--- src/rtl/digit_scan_ctrl.sv ---
// digit_scan_ctrl
//   Time-multiplexed scan controller for a multi-digit display. It steps a digit index
//   through the digits at a fixed slot rate, presents the nibble for the current digit,
//   blanks the first cycles of each slot and double-buffers the display word. New data
//   reaches the visible word only at a frame boundary, or immediately when scanning is
//   stopped, so a frame never shows a mix of old and new data.
//
// Parameters
//   DIV         clock cycles per digit slot (>= 2)
//   BLANK       blanked cycles at the start of each slot (0 <= BLANK < DIV)
//   NUM_DIGITS  digits scanned (1..8); sel counts 0..NUM_DIGITS-1
//
// Ports
//   clk         system clock, all state on the rising edge
//   rst         asynchronous reset, active-high
//   en          scan enable; when low the prescaler and sel hold
//   load        single-cycle strobe capturing data_in into the pending buffer
//   data_in     display word, digit i = data_in[4i+3:4i]
//   sel         current digit index, feeds the 3-to-8 digit decoder
//   digit       nibble of the active word selected by sel
//   blank       1 = display must be dark this cycle
//   frame_tick  one-cycle pulse on the first cycle after sel wraps to 0
//   load_ack    one-cycle pulse in the cycle the active word takes a new value
module digit_scan_ctrl #(
   parameter int unsigned DIV        = 50000,
   parameter int unsigned BLANK      = 4,
   parameter int unsigned NUM_DIGITS = 8
) (
   input  logic        clk,
   input  logic        rst,
   input  logic        en,
   input  logic        load,
   input  logic [31:0] data_in,
   output logic [2:0]  sel,
   output logic [3:0]  digit,
   output logic        blank,
   output logic        frame_tick,
   output logic        load_ack
);

   localparam int unsigned CW = $clog2(DIV);

   localparam logic [CW-1:0] CntLast  = CW'(DIV - 1);
   localparam logic [CW-1:0] BlankCnt = CW'(BLANK);
   localparam logic [CW-1:0] CntOne   = CW'(1);
   localparam logic [2:0]    SelLast  = 3'(NUM_DIGITS - 1);

   // Prescaler and digit index
   logic [CW-1:0] cnt_q, cnt_d;
   logic [2:0]    sel_q, sel_d;

   // Double-buffered display word
   logic [31:0]   active_q, active_d;
   logic [31:0]   pending_q, pending_d;
   logic          pend_flag_q, pend_flag_d;

   // Registered outputs
   logic          blank_q, blank_d;
   logic          frame_tick_q, frame_tick_d;
   logic          load_ack_q, load_ack_d;

   // Decode of the current cycle
   logic          slot_end;
   logic          wrap;
   logic          merged_flag;
   logic [31:0]   merged_data;
   logic          commit;

   always_comb begin
      slot_end = en && (cnt_q == CntLast);
      wrap     = slot_end && (sel_q == SelLast);
   end

   // Scan position: cnt counts through the slot, sel advances at the slot end.
   always_comb begin
      cnt_d = cnt_q;
      sel_d = sel_q;
      if (en) begin
         if (slot_end) begin
            cnt_d = '0;
            sel_d = (sel_q == SelLast) ? 3'd0 : sel_q + 3'd1;
         end else begin
            cnt_d = cnt_q + CntOne;
         end
      end
   end

   // blank and frame_tick look at the upcoming position so they line up with cnt/sel.
   always_comb begin
      blank_d      = !en || (cnt_d < BlankCnt);
      frame_tick_d = wrap;
   end

   // A load in the same cycle as a commit must win over the stale pending word, so the
   // commit decision is made on the pending buffer as it would look after this load.
   always_comb begin
      merged_flag = pend_flag_q || load;
      merged_data = load ? data_in : pending_q;
      commit      = merged_flag && (wrap || !en);
   end

   always_comb begin
      active_d    = active_q;
      pending_d   = merged_data;
      pend_flag_d = merged_flag;
      load_ack_d  = 1'b0;
      if (commit) begin
         active_d    = merged_data;
         pend_flag_d = 1'b0;
         load_ack_d  = 1'b1;
      end
   end

   always_ff @(posedge clk or posedge rst) begin
      if (rst) begin
         cnt_q        <= '0;
         sel_q        <= 3'd0;
         active_q     <= 32'd0;
         pending_q    <= 32'd0;
         pend_flag_q  <= 1'b0;
         blank_q      <= 1'b1;
         frame_tick_q <= 1'b0;
         load_ack_q   <= 1'b0;
      end else begin
         cnt_q        <= cnt_d;
         sel_q        <= sel_d;
         active_q     <= active_d;
         pending_q    <= pending_d;
         pend_flag_q  <= pend_flag_d;
         blank_q      <= blank_d;
         frame_tick_q <= frame_tick_d;
         load_ack_q   <= load_ack_d;
      end
   end

   // digit follows sel and active directly, with no extra register stage.
   always_comb begin
      sel        = sel_q;
      digit      = active_q[{sel_q, 2'b00} +: 4];
      blank      = blank_q;
      frame_tick = frame_tick_q;
      load_ack   = load_ack_q;
   end

endmodule

--- config.mk ---
export PLATFORM = sky130hd
export DESIGN_NAME = digit_scan_ctrl
export DESIGN_NICKNAME = d
export VERILOG_FILES = /design/src/rtl/digit_scan_ctrl.sv
export SDC_FILE = /design/constraint.sdc
export NUM_CORES = 1
export LEC_CHECK = 0
export ABC_CLOCK_PERIOD_IN_PS = 3400
export CELL_PAD_IN_SITES_DETAIL_PLACEMENT = 0
export CELL_PAD_IN_SITES_GLOBAL_PLACEMENT = 1
export CORE_MARGIN = 10
export CORE_UTILIZATION = 46
export CTS_CLUSTER_DIAMETER = 60
export DETAILED_ROUTE_END_ITERATION = 8
export PLACE_DENSITY = 0.83
export SLEW_MARGIN = 40
export SYNTH_ARGS = -nofsm -noshare
export SYNTH_HDL_FRONTEND = slang
export SYNTH_SLANG_ARGS = --single-unit
--- constraint.sdc ---
create_clock -name clk -period 3.4 [get_ports clk]
set_clock_uncertainty 0.1 [all_clocks]
set_input_delay 0.68 -clock clk [delete_from_list [all_inputs] [get_ports clk]]
set_output_delay 0.68 -clock clk [all_outputs]
set_load 0.02 [all_outputs]
==> results.cfg, run 1 <==
[status]
outcome = finished clean

[detailed_routing]
count_of_unresolved_drc_violations_after_routing = 0
num_vias = 2399
dr.pass1.iters = 4
routed_wirelength_mm = 7.68
detail_route.wl_per_cell_um = 17.3
drt_iter0_markers = 99
detail-route-antenna-nets = 0
route.detailed.vias_per_inst = 5.42

[hold_path]
sink_of_the_worst_hold_path = pending_q[27]
holdCritPathClass = reg -> reg
hold_depth = 1
min_delay_src = pending_q[27]

[cts]
tritoncts.num_buffers = 9
clkTransAtPathRegs_ps = 90
tritoncts_num_sinks = 87
insertion_delay_to_the_later_sink_of_the_worst_skew_pair_ps = 350
max-clock-path-buffers = 2
h_tree_lvl_count = 3
cts_hold_buffers = 0
clock_tree.root_cell = sky130_fd_sc_hd__clkbuf_8
cts_tree = yes

[setup_path]
critical_path.max_fanout = 11
timing.rr.start = cnt_q[0]
worstSetupStartpointType = flop
timing.critical_path.arrival_ps = 2400
reg2reg_to = active_q[13]
worstPathRequired_ps = 2620
rr_worst_depth = 7
rrSetupSlack_ps = 960
worstSetupEndpointType = primary output
worst-setup-path-type = reg -> out

[power_and_ir_drop]
cell_internal_pwr_w = 0.00173
clockPowerShare_pct = 26.9
p_comb_share_pct = 18.8
p_leak_nw = 1.96
power.density_cell_area_mw_per_mm2 = 515
power.sequential.fraction_pct = 54.4
max-vdd-ir-drop_mv = 0.285
p_sw_w = 0.000681
p_sw_share_pct = 28.3

[synth]
post-synth-top-area-fraction_pct = 54.0
top_area_cells_in_the_synthesized_netlist = sky130_fd_sc_hd__dfrtp_1 (54%), sky130_fd_sc_hd__mux2_2 (20%), sky130_fd_sc_hd__mux4_2 (4.5%), sky130_fd_sc_hd__xnor2_1 (2.0%), sky130_fd_sc_hd__buf_6 (1.7%)
yosys_warnings = 0
post_synth_instance_area_mm2 = 0.00399
syn_inst = 293
ys_ff_latch = 87
synth.largest_area_cell = sky130_fd_sc_hd__dfrtp_1
yosysSeqAreaShare_pct = 54.6
ys_types = 41
synth.net_count = 332
synthesis.area_per_instance_um2 = 13.6

[global_route]
grt_pass1_wl_mm = 12.9
first_global_vias = 2481
grt_use_total_pct = 12.3
grt_start_max_net_pins = 57
globalRouteOverflowTotal = 0
antenna_found_initial = 0

[timing]
totalNegativeSetupSlack_ps = 0
unrepaired_setup_endpoints_after_global_routing = no
final-max-slew-violation-count = 0
final.hold.worst_slack_ps = 398
setup-violations-final = 0
relSlewSlack_pct = 59.8
max_clock_freq_mhz = 315
period_minus_slack_ps = 3180
worst_pin_slew_ps = 598
fin_hold_viols = 0
finalCritPeriodShare_pct = 93.4

[layout]
post_route_cells_drive_above_1_share_pct = 32.0
area_growth_pct = 17.4
nNetsFinal = 373
ff_latch_area_mm2 = 0.00218
antenna_cells = 0
multi_input_combinational_cell_area_mm2 = 0.00166
number_of_fillers_in_the_final_layout = 725

[die]
dieHeight_um = 113
floorplan.core_area_mm2 = 0.00834
chipWidth_um = 113
rows = 33
design.portCount = 46
initial_core_utilization_pct = 47.8
die-area_mm2 = 0.0128

[job]
timing.max_cap.violations = 0

[placement]
detailedPlacementHpwl_mm = 5.40
portBuffers = 45
gpl.final_weighted_congestion = 0.822
==> state kept, by name (all words and copies together) (netlist names) <==
signal and cells:
pending_q 32, active_q 32, blank 1, cnt_q 16
pend_flag_q 1, sel 3, load_ack 1, frame_tick 1
==> power groups by stage <==
stage	logic (W)	clock network (W)	registers, W
floorplan	0.000370	0	0.00127
global placement	0.000447	0	0.00132
detailed placement	0.000457	0	0.00133
CTS	0.000460	0.000670	0.00131
global route	0.000498	0.000720	0.00133
finish	0.000452	0.000647	0.00131
==> critical path: stages, from the launching register on <==
cell                              delay (ps)
sky130_fd_sc_hd__dfrtp_1                 660
sky130_fd_sc_hd__mux4_2                  560
sky130_fd_sc_hd__mux2_2                  280
sky130_fd_sc_hd__clkdlybuf4s50_1         550
==> through the flow <==
step | cells | setup slack, ps | utilization (%) | cell area [um^2] | power (W)
2_1_floorplan | 293 | 371 | - | 3990 | 0.00164
4_1_cts | 443 | 24.6 | 56.1 | 4680 | 0.00244
3_3_place_gp | 428 | 420 | 54.0 | 4510 | 0.00177
3_5_place_dp | 428 | 371 | 54.0 | 4510 | 0.00179
5_1_grt | 443 | 111 | 56.1 | 4680 | 0.00255
6_report | 443 | 223 | 56.1 | 4680 | 0.00241
==> metal layers <==
metal  share of wire, %  vias to the layer above  track usage (%)
li1                   -                     1129                -
met1                 48                     1204             17.1
met2                 46                       58             18.3
met3                5.6                        8             3.65
met4               0.91                        0             3.05
met5                  0                        -                0
==> worst max path at each step <==
stage / slack, ps / cells after the start / endpoint / from
6_report: 220 / 3 / digit[3] / sel[1]
2_1_floorplan: 370 / 1 / active_q[0] / rst
3_5_place_dp: 370 / 6 / blank / en
5_1_grt: 110 / 3 / digit[3] / sel[1]
4_1_cts: 20 / 3 / digit[3] / sel[0]
3_3_place_gp: 420 / 3 / digit[3] / sel[0]
==> cell usage in the layout (no fill, tap or decap), drive strengths merged, types with 8 or more instances in the layout <==
cell / Yosys / routed
dfrtp: 86 / 86
mux2: 72 / 72
clkdlybuf4s50: 0 / 45
nor2: 17 / 17
nand2: 13 / 13
clkbuf: 7 / 10
xnor2: 9 / 9
nand4: 9 / 9
mux4: 8 / 8
o21ai: 8 / 8
==> Yosys cell counts <==
library cell and count:
sky130_fd_sc_hd__nand2_1 12, sky130_fd_sc_hd__mux4_2 8, sky130_fd_sc_hd__dfrtp_1 86, sky130_fd_sc_hd__buf_4 2
sky130_fd_sc_hd__a21o_1 1, sky130_fd_sc_hd__and4_2 1, sky130_fd_sc_hd__o31ai_1 1, sky130_fd_sc_hd__buf_6 6
sky130_fd_sc_hd__a21oi_4 1, sky130_fd_sc_hd__a31oi_1 1, sky130_fd_sc_hd__nor2_1 17, sky130_fd_sc_hd__and2_1 3
sky130_fd_sc_hd__a31o_2 1, sky130_fd_sc_hd__nand4_1 8, sky130_fd_sc_hd__nor4_1 2, sky130_fd_sc_hd__xnor2_1 9
sky130_fd_sc_hd__and4_1 3, sky130_fd_sc_hd__a2111o_1 1, sky130_fd_sc_hd__buf_1 2, sky130_fd_sc_hd__a211oi_1 1
sky130_fd_sc_hd__nand4_4 1, sky130_fd_sc_hd__clkbuf_1 7, sky130_fd_sc_hd__o21ai_0 8, sky130_fd_sc_hd__mux2_2 70
sky130_fd_sc_hd__buf_2 5, sky130_fd_sc_hd__nand2_4 1, sky130_fd_sc_hd__inv_1 3, sky130_fd_sc_hd__a21oi_1 3
sky130_fd_sc_hd__or3b_1 1, sky130_fd_sc_hd__nor3_1 6, sky130_fd_sc_hd__o22ai_1 1, sky130_fd_sc_hd__ha_1 3
sky130_fd_sc_hd__and3b_1 1, sky130_fd_sc_hd__xor2_1 5, sky130_fd_sc_hd__o41ai_2 1, sky130_fd_sc_hd__a21boi_0 1
sky130_fd_sc_hd__mux2_1 2, sky130_fd_sc_hd__and3_1 2, sky130_fd_sc_hd__dfstp_2 1, sky130_fd_sc_hd__nand3_1 3
sky130_fd_sc_hd__and4b_1 2
==> what timing repair did <==
action | 4_1_cts | 5_1_grt
setup buffers | 0 | 0
gates resized for setup | 0 | 1
setup endpoints to repair | 0 | 4
==> kinds of logic after synthesis <==
kind of cell	synth area share [%]
xor gates and xnor gates	3.08
adders and majority gates	0.942
and+or+nand+nor	8.88
buffers and inverters	3.83
DFF	54.6
AOI/OAI and AO/OA	3.77
muxes	24.9
==> layout make-up <==
class,count,share of cell area [%]
Sequential cell,87,46.6
Multi-Input combinational cell,181,35.4
Timing Repair Buffer,52,11.3
Tap cell,105,2.81
Clock buffer,10,2.73
Clock inverter,5,0.936
Inverter,3,0.267
(Power assumes the default switching activity.)
==> inputs of run 2 (changes only) <==
- CORE_ASPECT_RATIO: not set -> 1.4
- RECOVER_POWER: not set -> 25
==> results.cfg, run 2 (synthesis gave the netlist of run 1 again) <==
[setup_path]
critical_path.max_fanout = 12
worstPathRequired_ps = 2620
timing.rr.start = cnt_q[0]
timing.critical_path.arrival_ps = 2320
cell_chain_critical_path = mux4_2 -> mux2_2 -> clkdlybuf4s50_1
worstSetupEndpointType = primary output
critical-path-top-delay-family = multiplexers
reg2reg_to = blank
rrSetupSlack_ps = 950
timing.critical_path.buf_inv = 1
rr_worst_depth = 7
critPathSlowestCell = sky130_fd_sc_hd__dfrtp_2
timing.critical_path.from = sel[0]
max_stage_delay_ps = 580
worstSetupStartpointType = flop
worst-setup-path-type = reg -> out

[detailed_routing]
dr.pass1.iters = 4
detail-route-antenna-nets = 0
num_vias = 2439
detail_route.wl_per_cell_um = 17.5
route.detailed.vias_per_inst = 5.49
count_of_unresolved_drc_violations_after_routing = 0
drt_iter0_markers = 100
routed_wirelength_mm = 7.79

[timing]
final.setup.worst_slack_ps = 297
relSlewSlack_pct = 20.5
max_clock_freq_mhz = 322
setup-violations-final = 0
finalCritPeriodShare_pct = 91.3
totalNegativeSetupSlack_ps = 0
final-max-slew-violation-count = 0
final.hold.worst_slack_ps = 393
period_minus_slack_ps = 3100
fin_hold_viols = 0
worst_pin_slew_ps = 1190
unrepaired_setup_endpoints_after_global_routing = no

[global_route]
grt_use_total_pct = 12.7
grt_start_max_net_pins = 51
grt_use_met1_pct = 15.0
grt_pass1_wl_mm = 13.1
first_global_vias = 2623
busiest_layer = met2
antenna_found_initial = 0
use_met3_pct = 2.91
globalRouteOverflowTotal = 0
grt.met2_usage_pct = 21.0

[die]
initial_core_utilization_pct = 46.9
die-area_mm2 = 0.0128
chipWidth_um = 98.7
floorplan.core_area_mm2 = 0.00851
dieHeight_um = 130
rows = 40
design.portCount = 46

[power_and_ir_drop]
p_leak_nw = 2.01
max-vdd-ir-drop_mv = 0.416
power.density_cell_area_mw_per_mm2 = 559

[cts]
tritoncts.num_buffers = 9
clock_tree.root_cell = sky130_fd_sc_hd__clkbuf_16
h_tree_lvl_count = 3
tritoncts_num_sinks = 87
cts_hold_buffers = 0
number_of_resized_instances_in_the_post_cts_repair_step = 0
post_cts_setup_buffer_count = 0
max-clock-path-buffers = 2
clkTransAtPathRegs_ps = 60
insertion_delay_to_the_later_sink_of_the_worst_skew_pair_ps = 330
cts_tree = yes

[layout]
post_route_cells_drive_above_1_share_pct = 31.6
nNetsFinal = 373
area_growth_pct = 19.7
layout_commonest_cell = sky130_fd_sc_hd__dfrtp_1
number_of_fillers_in_the_final_layout = 730
multi_input_combinational_cell_area_mm2 = 0.00166
largestRegisters = active_q (32), pending_q (32), cnt_q (16)
finalInstanceArea_mm2 = 0.00477
antenna_cells = 0
ff_latch_area_mm2 = 0.00218
layout_common_cells = sky130_fd_sc_hd__dfrtp_1 (85), sky130_fd_sc_hd__mux2_2 (70), sky130_fd_sc_hd__clkdlybuf4s50_1 (44)
finalNonFillerCells = 444

[hold_path]
min_delay_src = pending_q[2]
holdCritPathClass = reg -> reg
hold_depth = 1
sink_of_the_worst_hold_path = pending_q[2]

[placement]
place_worst_setup_slack_ps = 309
detailedPlacementHpwl_mm = 5.57
placedCellCount = 428
portBuffers = 45
gpl.final_weighted_congestion = 0.862
placed_cell_area_mm2 = 0.00451

[status]
outcome = finished clean

[job]
timing.max_cap.violations = 0
==> run 2: changes by cell type in the layout (fill, tap and decap cells not counted), sizes merged <==
cell | before | now
clkbuf | 10 | 15
clkinv | 2 | 0
inv | 4 | 2
buf | 7 | 6
clkdlybuf4s50 | 45 | 44
clkinvlp | 2 | 3
dlygate4sd3 | 0 | 1
==> run 2: worst max path at each step <==
| stage | cells past startpoint | end |
|---|---|---|
| floorplan | 1 | active_q[0] |
| global placement | 6 | blank |
| detailed placement | 6 | blank |
| CTS | 3 | digit[1] |
| global route | 3 | digit[2] |
| finish | 3 | digit[2] |
==> run 2: where the power goes <==
part | leakage (nW) | switching [W] | internal [W]
clock network | 0.129 | 0.000369 | 0.000535
logic | 0.823 | 0.000187 | 0.000262
registers | 1.05 | 0.000119 | 0.00119
total | 2.01 | 0.000674 | 0.00199
==> run 2: stage by stage <==
step,power (W),util [%]
6_report,0.00266,56.1
5_1_grt,0.00280,56.1
4_1_cts,0.00271,56.2
3_5_place_dp,0.00179,53.0
3_3_place_gp,0.00177,53.0
2_1_floorplan,0.00164,-
==> run 2: metal layers <==
metal  share of wire (%)  wire length, um
met1                  42             3250
met2                  51             4010
met3                 4.1              317
met4                 2.7              210
met5                   0                0
==> run 2: layout make-up <==
| cell class | instances | area share (%) |
|---|---|---|
| Clock buffer | 14 | 5.53 |
| Sequential cell | 87 | 45.7 |
| Timing Repair Buffer | 52 | 10.8 |
| Multi-Input combinational cell | 181 | 34.7 |
| Tap cell | 105 | 2.75 |
| Inverter | 3 | 0.262 |
| Clock inverter | 2 | 0.315 |
